### src/rtl/jtlabrun_prio_pkg.sv
// Shared constants for the layer priority mixer.
// Control register bit positions, reset value and pixel width.
package jtlabrun_prio_pkg;

  localparam int PXL_W    = 7;
  localparam int CTRL_SOO = 0;
  localparam int CTRL_SCR = 1;
  localparam int CTRL_OBJ = 2;
  localparam int CTRL_TXT = 3;
  localparam int CTRL_BG  = 4;

  localparam logic [7:0] CTRL_RST = 8'h0E;

  function automatic logic opaque(
    input logic [3:0] idx,
    input logic       en
  );
    return en & (|idx);
  endfunction

endpackage

### src/rtl/jtlabrun_prio_sel.sv
// Combinational layer select between the two pixel stages.
// Text wins, then object/scroll ordering, then the background bank.
module jtlabrun_prio_sel
  import jtlabrun_prio_pkg::*;
(
  input  logic [PXL_W-1:0] scr,
  input  logic [PXL_W-1:0] txt,
  input  logic [PXL_W-1:0] obj,
  input  logic             scr_op,
  input  logic             txt_op,
  input  logic             obj_op,
  input  logic             obj_prio,
  input  logic             scr_over_obj,
  input  logic [2:0]       bank,
  output logic [PXL_W-1:0] pxl
);

  always_comb begin
    pxl = {bank, 4'h0};
    if (txt_op)
      pxl = txt;
    else if (obj_op && !obj_prio && !scr_over_obj)
      pxl = obj;
    else if (scr_op)
      pxl = scr;
    else if (obj_op)
      pxl = obj;
  end

endmodule

### src/rtl/jtlabrun_prio.sv
// Layer priority mixer: two pxl_cen stages, double-buffered
// control register that goes live at the start of vblank.
module jtlabrun_prio
  import jtlabrun_prio_pkg::*;
#(
  parameter int         PIPE_DLY = 2,
  parameter logic [2:0] BG_RST   = 3'd0
) (
  input  logic             rst,
  input  logic             clk,
  input  logic             pxl_cen,
  input  logic             LHBL,
  input  logic             LVBL,
  output logic             LHBL_dly,
  output logic             LVBL_dly,
  input  logic             prio_cs,
  input  logic             cpu_cen,
  input  logic             cpu_rnw,
  input  logic [7:0]       cpu_dout,
  output logic [7:0]       prio_dout,
  input  logic [PXL_W-1:0] scr_pxl,
  input  logic [PXL_W-1:0] txt_pxl,
  input  logic [PXL_W-1:0] obj_pxl,
  input  logic             obj_prio,
  output logic [PXL_W-1:0] gfx_pxl
);

  localparam logic [7:0] RST_VAL =
    {CTRL_RST[7], BG_RST, CTRL_RST[3:0]};

  a_pipe_dly: assert property (
    @(posedge clk) PIPE_DLY == 2);

  logic [7:0] pend;
  logic [6:0] act;
  logic       vb_last;
  logic       wr;
  logic       vb_fall;

  assign wr      = cpu_cen & ~cpu_rnw & prio_cs;
  assign vb_fall = pxl_cen & vb_last & ~LVBL;

  // A write landing on the vblank edge goes straight to the live copy
  always_ff @(posedge clk or posedge rst) begin
    if (rst) begin
      pend    <= RST_VAL;
      act     <= RST_VAL[6:0];
      vb_last <= 1'b0;
    end else begin
      if (wr) pend <= cpu_dout;
      if (pxl_cen) vb_last <= LVBL;
      if (vb_fall) act <= wr ? cpu_dout[6:0] : pend[6:0];
    end
  end

  assign prio_dout = pend;

  logic [PXL_W-1:0] s1_scr;
  logic [PXL_W-1:0] s1_txt;
  logic [PXL_W-1:0] s1_obj;
  logic             s1_oprio;
  logic             s1_scr_op;
  logic             s1_txt_op;
  logic             s1_obj_op;
  logic             s1_hb;
  logic             s1_vb;

  always_ff @(posedge clk or posedge rst) begin
    if (rst) begin
      s1_scr    <= '0;
      s1_txt    <= '0;
      s1_obj    <= '0;
      s1_oprio  <= 1'b0;
      s1_scr_op <= 1'b0;
      s1_txt_op <= 1'b0;
      s1_obj_op <= 1'b0;
      s1_hb     <= 1'b0;
      s1_vb     <= 1'b0;
    end else if (pxl_cen) begin
      s1_scr    <= scr_pxl;
      s1_txt    <= txt_pxl;
      s1_obj    <= obj_pxl;
      s1_oprio  <= obj_prio;
      s1_scr_op <= opaque(scr_pxl[3:0], act[CTRL_SCR]);
      s1_txt_op <= opaque(txt_pxl[3:0], act[CTRL_TXT]);
      s1_obj_op <= opaque(obj_pxl[3:0], act[CTRL_OBJ]);
      s1_hb     <= LHBL;
      s1_vb     <= LVBL;
    end
  end

  logic [PXL_W-1:0] sel_pxl;

  jtlabrun_prio_sel u_sel (
    .scr          (s1_scr),
    .txt          (s1_txt),
    .obj          (s1_obj),
    .scr_op       (s1_scr_op),
    .txt_op       (s1_txt_op),
    .obj_op       (s1_obj_op),
    .obj_prio     (s1_oprio),
    .scr_over_obj (act[CTRL_SOO]),
    .bank         (act[CTRL_BG +: 3]),
    .pxl          (sel_pxl)
  );

  always_ff @(posedge clk or posedge rst) begin
    if (rst) begin
      gfx_pxl  <= '0;
      LHBL_dly <= 1'b0;
      LVBL_dly <= 1'b0;
    end else if (pxl_cen) begin
      gfx_pxl  <= (s1_hb & s1_vb) ? sel_pxl : '0;
      LHBL_dly <= s1_hb;
      LVBL_dly <= s1_vb;
    end
  end

endmodule

### config.mk
export PLATFORM = sky130hd
export DESIGN_NAME = jtlabrun_prio
export DESIGN_NICKNAME = d
export VERILOG_FILES = /design/src/rtl/jtlabrun_prio_pkg.sv /design/src/rtl/jtlabrun_prio_sel.sv /design/src/rtl/jtlabrun_prio.sv
export SDC_FILE = /design/constraint.sdc
export NUM_CORES = 1
export LEC_CHECK = 0
export BUFFER_PORTS_ARGS = -buffer_cell sky130_fd_sc_hd__buf_2
export CAP_MARGIN = 20
export CELL_PAD_IN_SITES_DETAIL_PLACEMENT = 1
export CELL_PAD_IN_SITES_GLOBAL_PLACEMENT = 1
export CORE_ASPECT_RATIO = 0.75
export CORE_MARGIN = 4
export CORE_UTILIZATION = 37
export DETAILED_ROUTE_END_ITERATION = 10
export PLACE_DENSITY_LB_ADDON = 0.1
export SYNTH_ARGS = -nofsm -noshare
export SYNTH_HDL_FRONTEND = slang
export SYNTH_HIERARCHICAL = 1
export SYNTH_SLANG_ARGS = --single-unit
### constraint.sdc
create_clock -name clk -period 1.35 [get_ports clk]
set_clock_uncertainty 0.05 [all_clocks]
set_input_delay 0 -clock clk [delete_from_list [all_inputs] [get_ports clk]]
set_output_delay 0 -clock clk [all_outputs]
set_load 0.01 [all_outputs]
==> impl_metrics.toml, run 1 <==
[status]
violations = "negative setup slack"
status = "complete, but fails checks"

[power_and_ir_drop]
pwr_density_cell_nw_per_um2 = 1367
leakagePower_nw = 1.432
pwr-share-seq_pct = 47.8
p_switching_mw = 1.225
p_int_mw = 3.049
p_clk_share_pct = 25.9
total_power_mw = 4.274
swShare_pct = 28.65
p_comb_share_pct = 26.3
ir_drop_uv = 493.4

[final_layout]
mostFrequentLayoutCells = "buf_2 (54), dfrtp_1 (44), dlygate4sd3_1 (34), mux2_2 (31)"
final_layout_size_suffix_gt1_share_pct = 44.04
nets = 314
final_common_cell = "buf_2"
utilization_pct = 53.40
antennaDiodeCount = 0
n_fill_cell = 632
area_delta_synth_final_pct = 38.68

[clocking]
cts_made_buffers = 5
clock-sinks = 51
insertion_delay_ns = 0.30
cts_buffer_depth = 2
path_clk_slew_ns = 0.09
clock-root-buffer = "clkbuf_8"
h-tree-depth = 2
tritoncts = "yes"

[timing]
fin_ws_ns = -0.09308
slew_viol_final = 0
period_needed_ns = 1.443
hold_violations = 0
tightest_slew_ns = 0.4694
finalCritPeriodShare_pct = 106.9
holdWs_ns = 0.1399
relSlewSlack_pct = 68.71
fmax_ghz = 0.6930
setup_viol = 6
rsz0062_at_grt = "yes"

[routing]
avgViaCountPerCell = 4.870
avgRoutedWirePerCell_um = 16.44
drtIter0Drc = 60
antenna_left = 0
drt_first_pass_iters = 4
vias = 1729
drc = 0
routed_wl_um = 5837

[worst_setup_path]
worstPathMaxFanout = 4
cp-end-kind = "flip-flop"
cp_data_required_time_ns = 1.47
cpMaxStageDelayCell = "or3b_4"
critPathMaxStageDelay_ns = 0.44
crit_path_cell_trace = "or3b_4 -> a31oi_1 -> a21oi_1 -> nand2_1 -> o22ai_1"
cp_num_buf_inv = 0
cp.arrival_ns = 1.57
worstSetupStartpointType = "flip-flop"
path_class = "flip-flop to flip-flop"
cp_top_family = "simple AND/OR/NAND/NOR gates"

[logic_synthesis]
synth.avg_cell_area_um2 = 12.53
synth_seq_area_share_pct = 56.94
synth.distinct_cells = 30
ys_ff_latch = 51
yosysWarnings = 6
synth_cells = 180
synth_nets = 218
synth_area_um2 = 2255

[global_routing]
grtUsageTotal_pct = 16.66
grt_pass1_wl_um = 9591
grt_pass1_vias = 1986
antenna_found_initial = 0
grt_max_degree = 47
grt.overflow.total = 0

[floorplan]
rows = 24
coreArea_um2 = 5856
die_w_um = 98.14
start_util_pct = 38.50
die_h_um = 75.61
fp.dieArea_um2 = 7420
ios = 55

[placed_design]
pre_cts_ws_ns = -0.1090
portBuffers = 54
dpl.hpwl_um = 4110
gp_congestion = 0.8233

[flow_run]
max_cap_violations = 0

[worst_hold_path]
holdCritPathClass = "primary input to flip-flop"
[cell usage after synthesis, drive strengths merged]
library cell  instances  area (um^2)
nor2b                 5        31.28
dfrtp                45         1126
nand2                13        48.80
a31oi                 6        37.54
mux2i                 3        30.03
mux2                 39        469.2
dfstp                 6        157.7
o31ai                 1        7.510
or4                   3        22.52
o22ai                 7        43.79
a21oi                 4        20.02
nor2                  1        6.260
a32oi                 2        17.52
nand3                 9        45.04
clkbuf                2        7.510
and3b                 1        8.760
a211oi                1        7.510
inv                  14        52.55
buf                   7        45.04
nand3b                1        7.510
o21ai                 5        28.77
or3b                  1        8.760
or2                   3        18.77
nand2b                1        6.260
[metal layers]
| layer | up-vias | track usage [%] | share of wire, % |
|---|---|---|---|
| met5 | - | 0 | 0 |
| met4 | 0 | 5.303 | 1.5 |
| met3 | 10 | 3.660 | 3.7 |
| met2 | 37 | 31.60 | 52 |
| met1 | 863 | 19.25 | 43 |
| li1 | 819 | - | - |
[what timing repair did]
action	in CTS	in global routing
gates cloned	0	0
buffers inserted	0	1
hold buffers	34	0
endpoints found under the hold margin	78	0
pin swaps	11	4
gates resized for setup	3	0
setup endpoints to repair	7	7
[final timing paths]
kind / from / end / slack [ns] / depth (start not counted)
max: s1_oprio / gfx_pxl[3] / -0.09 / 5
min: prio_cs / prio_dout[7] / 0.14 / 4
max reg2reg: s1_oprio / gfx_pxl[3] / -0.09 / 5
min reg2reg: s1_obj[2] / s1_obj[2] / 0.47 / 1
max in group asynchronous: rst / act[2] / 0.63 / 4
min in group asynchronous: rst / vb_last / 0.23 / 4
[kinds of logic (layout without fill, tap and decap cells)]
logic type             Yosys count  after routing  synth area share (%)
muxes                           42             42                 22.14
buffers and inverters           23            120                 4.661
and+or+nand+nor                 38             38                 9.046
AOI/OAI and AO/OA               26             26                 7.214
DFF                             51             51                 56.94
[state kept, by name, summed over array words and instances, names as in the netlist]
| register | count |
|---|---|
| gfx_pxl | 7 |
| act | 7 |
| s1_obj_op | 1 |
| s1_oprio | 1 |
| prio_dout | 8 |
| s1_txt_op | 1 |
| s1_obj | 7 |
| LVBL_dly | 1 |
| s1_scr | 7 |
| LHBL_dly | 1 |
| s1_scr_op | 1 |
| s1_hb | 1 |
| vb_last | 1 |
| s1_txt | 7 |
[power groups by stage]
| stage | sequential [mW] | combinational [mW] | clock, mW |
|---|---|---|---|
| 2_1_floorplan | 2.02 | 0.677 | 0 |
| 3_3_place_gp | 2.04 | 0.985 | 0 |
| 3_5_place_dp | 2.06 | 1.03 | 0 |
| 4_1_cts | 2.05 | 1.12 | 1.15 |
| 5_1_grt | 2.09 | 1.24 | 1.19 |
| 6_report | 2.04 | 1.13 | 1.11 |
[through the flow]
step | instances | instance area (um^2) | TNS (ns)
2_1_floorplan | 180 | 2255 | 0
3_3_place_gp | 312 | 2650 | -0.1967
3_5_place_dp | 312 | 2650 | -0.4669
4_1_cts | 354 | 3119 | -0.3534
5_1_grt | 355 | 3127 | -0.9033
6_report | 355 | 3127 | -0.3636
[tightest hold or removal path, stage by stage]
cell	delay, ns
buf_2	0.10
nand3b_1	0.19
nand2_1	0.10
nand2_1	0.07
[cell type report]
type,count,area [um^2],share of cell area (%)
Multi-Input combinational cell,106,875.8,28.01
Clock buffer,6,82.58,2.641
Tap cell,78,97.59,3.121
Clock inverter,2,35.03,1.120
Timing Repair Buffer,98,698.2,22.33
Inverter,14,52.55,1.681
Sequential cell,51,1285,41.10
Note: power is estimated with default switching activity, not from simulation.
==> run 2, diff against run 1 <==
- BUFFER_PORTS_ARGS: -buffer_cell sky130_fd_sc_hd__buf_2 -> -buffer_cell sky130_fd_sc_hd__buf_4
==> run 2 against run 1 <==
The flow still finishes with violations (negative setup slack). Register-to-register slack is essentially flat. Worst setup slack worse by 0.0012 ns. First-iteration DRC count decreased by 18%. Fmax barely moved. Total power increased by 1.4%. Cell count fell by 0.28%. Clock-buffer cell count increased by 1. Core utilization increased by 2.5 points. Cell area increased by 4.6%. Non-clock buffer count is 1 lower. Critical path type unchanged. Largest cell class unchanged. Largest power group unchanged.
==> impl_metrics.toml, run 2 (synthesis gave the netlist of run 1 again) <==
[final_layout]
final_layout_size_suffix_gt1_share_pct = 45.29
area_delta_synth_final_pct = 45.06
mostFrequentLayoutCells = "buf_4 (61), dfrtp_1 (41), dlygate4sd3_1 (34), mux2_2 (31)"
utilization_pct = 55.85
largest_reg_flops = 8
n_fill_cell = 622
nets = 313
final_common_cell = "buf_4"
antennaDiodeCount = 0

[global_routing]
grt_pass1_vias = 1970
grt_max_degree = 47
grt_util_met2_pct = 31.83
grt_use_met3_pct = 3.660
grt_util_met1_pct = 21.12
antenna_found_initial = 0
grt.overflow.total = 0
grt_pass1_wl_um = 9867
grt-busiest-layer = "met2"
grtUsageTotal_pct = 17.15

[clocking]
cts_buffer_depth = 2
cts_made_buffers = 5
clock-root-buffer = "clkbuf_8"
path_clk_slew_ns = 0.10
h-tree-depth = 2
tritoncts = "yes"
insertion_delay_ns = 0.30
clock-sinks = 51

[placed_design]
gp_congestion = 0.8159
pre_cts_ws_ns = -0.1529
dpl.hpwl_um = 4235
portBuffers = 54

[power_and_ir_drop]
pwr_density_cell_nw_per_um2 = 1325
leakagePower_nw = 1.461
total_power_mw = 4.335
ir_drop_uv = 478.8

[floorplan]
ios = 55
start_util_pct = 38.50
fp.dieArea_um2 = 7420
die_w_um = 98.14
die_h_um = 75.61
rows = 24
coreArea_um2 = 5856

[worst_setup_path]
cp-end-kind = "flip-flop"
cp.arrival_ns = 1.57
cp_data_required_time_ns = 1.48
worstPathMaxFanout = 4
path_class = "flip-flop to flip-flop"
worstSetupStartpointType = "flip-flop"

[routing]
routed_wl_um = 5948
drc = 0
drt_first_pass_iters = 4
vias = 1720
antenna_left = 0
avgViaCountPerCell = 4.859
drtIter0Drc = 49
avgRoutedWirePerCell_um = 16.80

[timing]
relSlewSlack_pct = 73.55
tightest_slew_ns = 0.3968
period_needed_ns = 1.444
slew_viol_final = 0
hold_violations = 0
rsz0062_at_grt = "yes"
tns_ns = -0.3706
fin_ws_ns = -0.09429
setup_viol = 6
finalCritPeriodShare_pct = 107.0
fmax_ghz = 0.6924

[flow_run]
max_cap_violations = 0

[status]
violations = "negative setup slack"
status = "complete, but fails checks"

[worst_hold_path]
holdCritPathClass = "primary input to flip-flop"
run 2: power breakdown:
part	internal (mW)	switching, mW
clock	0.555	0.487
combinational	0.711	0.515
sequential	1.83	0.237
total	3.10	1.24
run 2: through the flow:
step / hold WS, ns / cell area [um^2] / std cells
finish: 0.1126 / 3271 / 354
global route: 0.1544 / 3271 / 354
CTS: 0.1105 / 3249 / 354
detailed placement: 0.02646 / 2785 / 312
global placement: 0.01641 / 2785 / 312
floorplan: 0.05544 / 2255 / 180
run 2: worst max-delay path, stage by stage, from the launching register on:
cell     delay, ns
dfrtp_2       0.45
or3b_4        0.44
a31oi_2       0.17
a21oi_1       0.10
nand2_1       0.07
o22ai_1       0.06
run 2: path summary, 6_finish.rpt:
path	from	to	slack, ns	depth (start not counted)
setup / recovery	act[0]	gfx_pxl[1]	-0.09	5
hold / removal	cpu_rnw	prio_dout[7]	0.11	4
setup reg to reg	act[0]	gfx_pxl[1]	-0.09	5
hold reg to reg	prio_dout[7]	prio_dout[7]	0.46	2
max in group asynchronous	rst	act[1]	0.61	4
min in group asynchronous	rst	act[5]	0.25	4
run 2: area by class of cell:
cell class              count  area, um^2  share of cell area [%]
clock buffers               7       76.32                   2.334
clock inverters             1       30.03                  0.9181
inverters                  14       52.55                   1.607
multi-input cells         106       895.9                   27.39
flip-flops and latches     51        1289                   39.40
well taps                  78       97.59                   2.984
repair buffers             97       829.5                   25.36
run 2: repair_timing:
action,in CTS,in global routing
endpoints found under the setup margin,7,10
buffers inserted,0,0
resized for setup,4,9
hold buffers,34,0
pin swaps,7,5
endpoints found under the hold margin,78,0
run 2: per-layer routing:
metal  up-vias  part of all wire, %
li1        819                    -
met1       865                   43
met2        34                   53
met3         2                  3.3
met4         0                 0.39
met5         -                    0
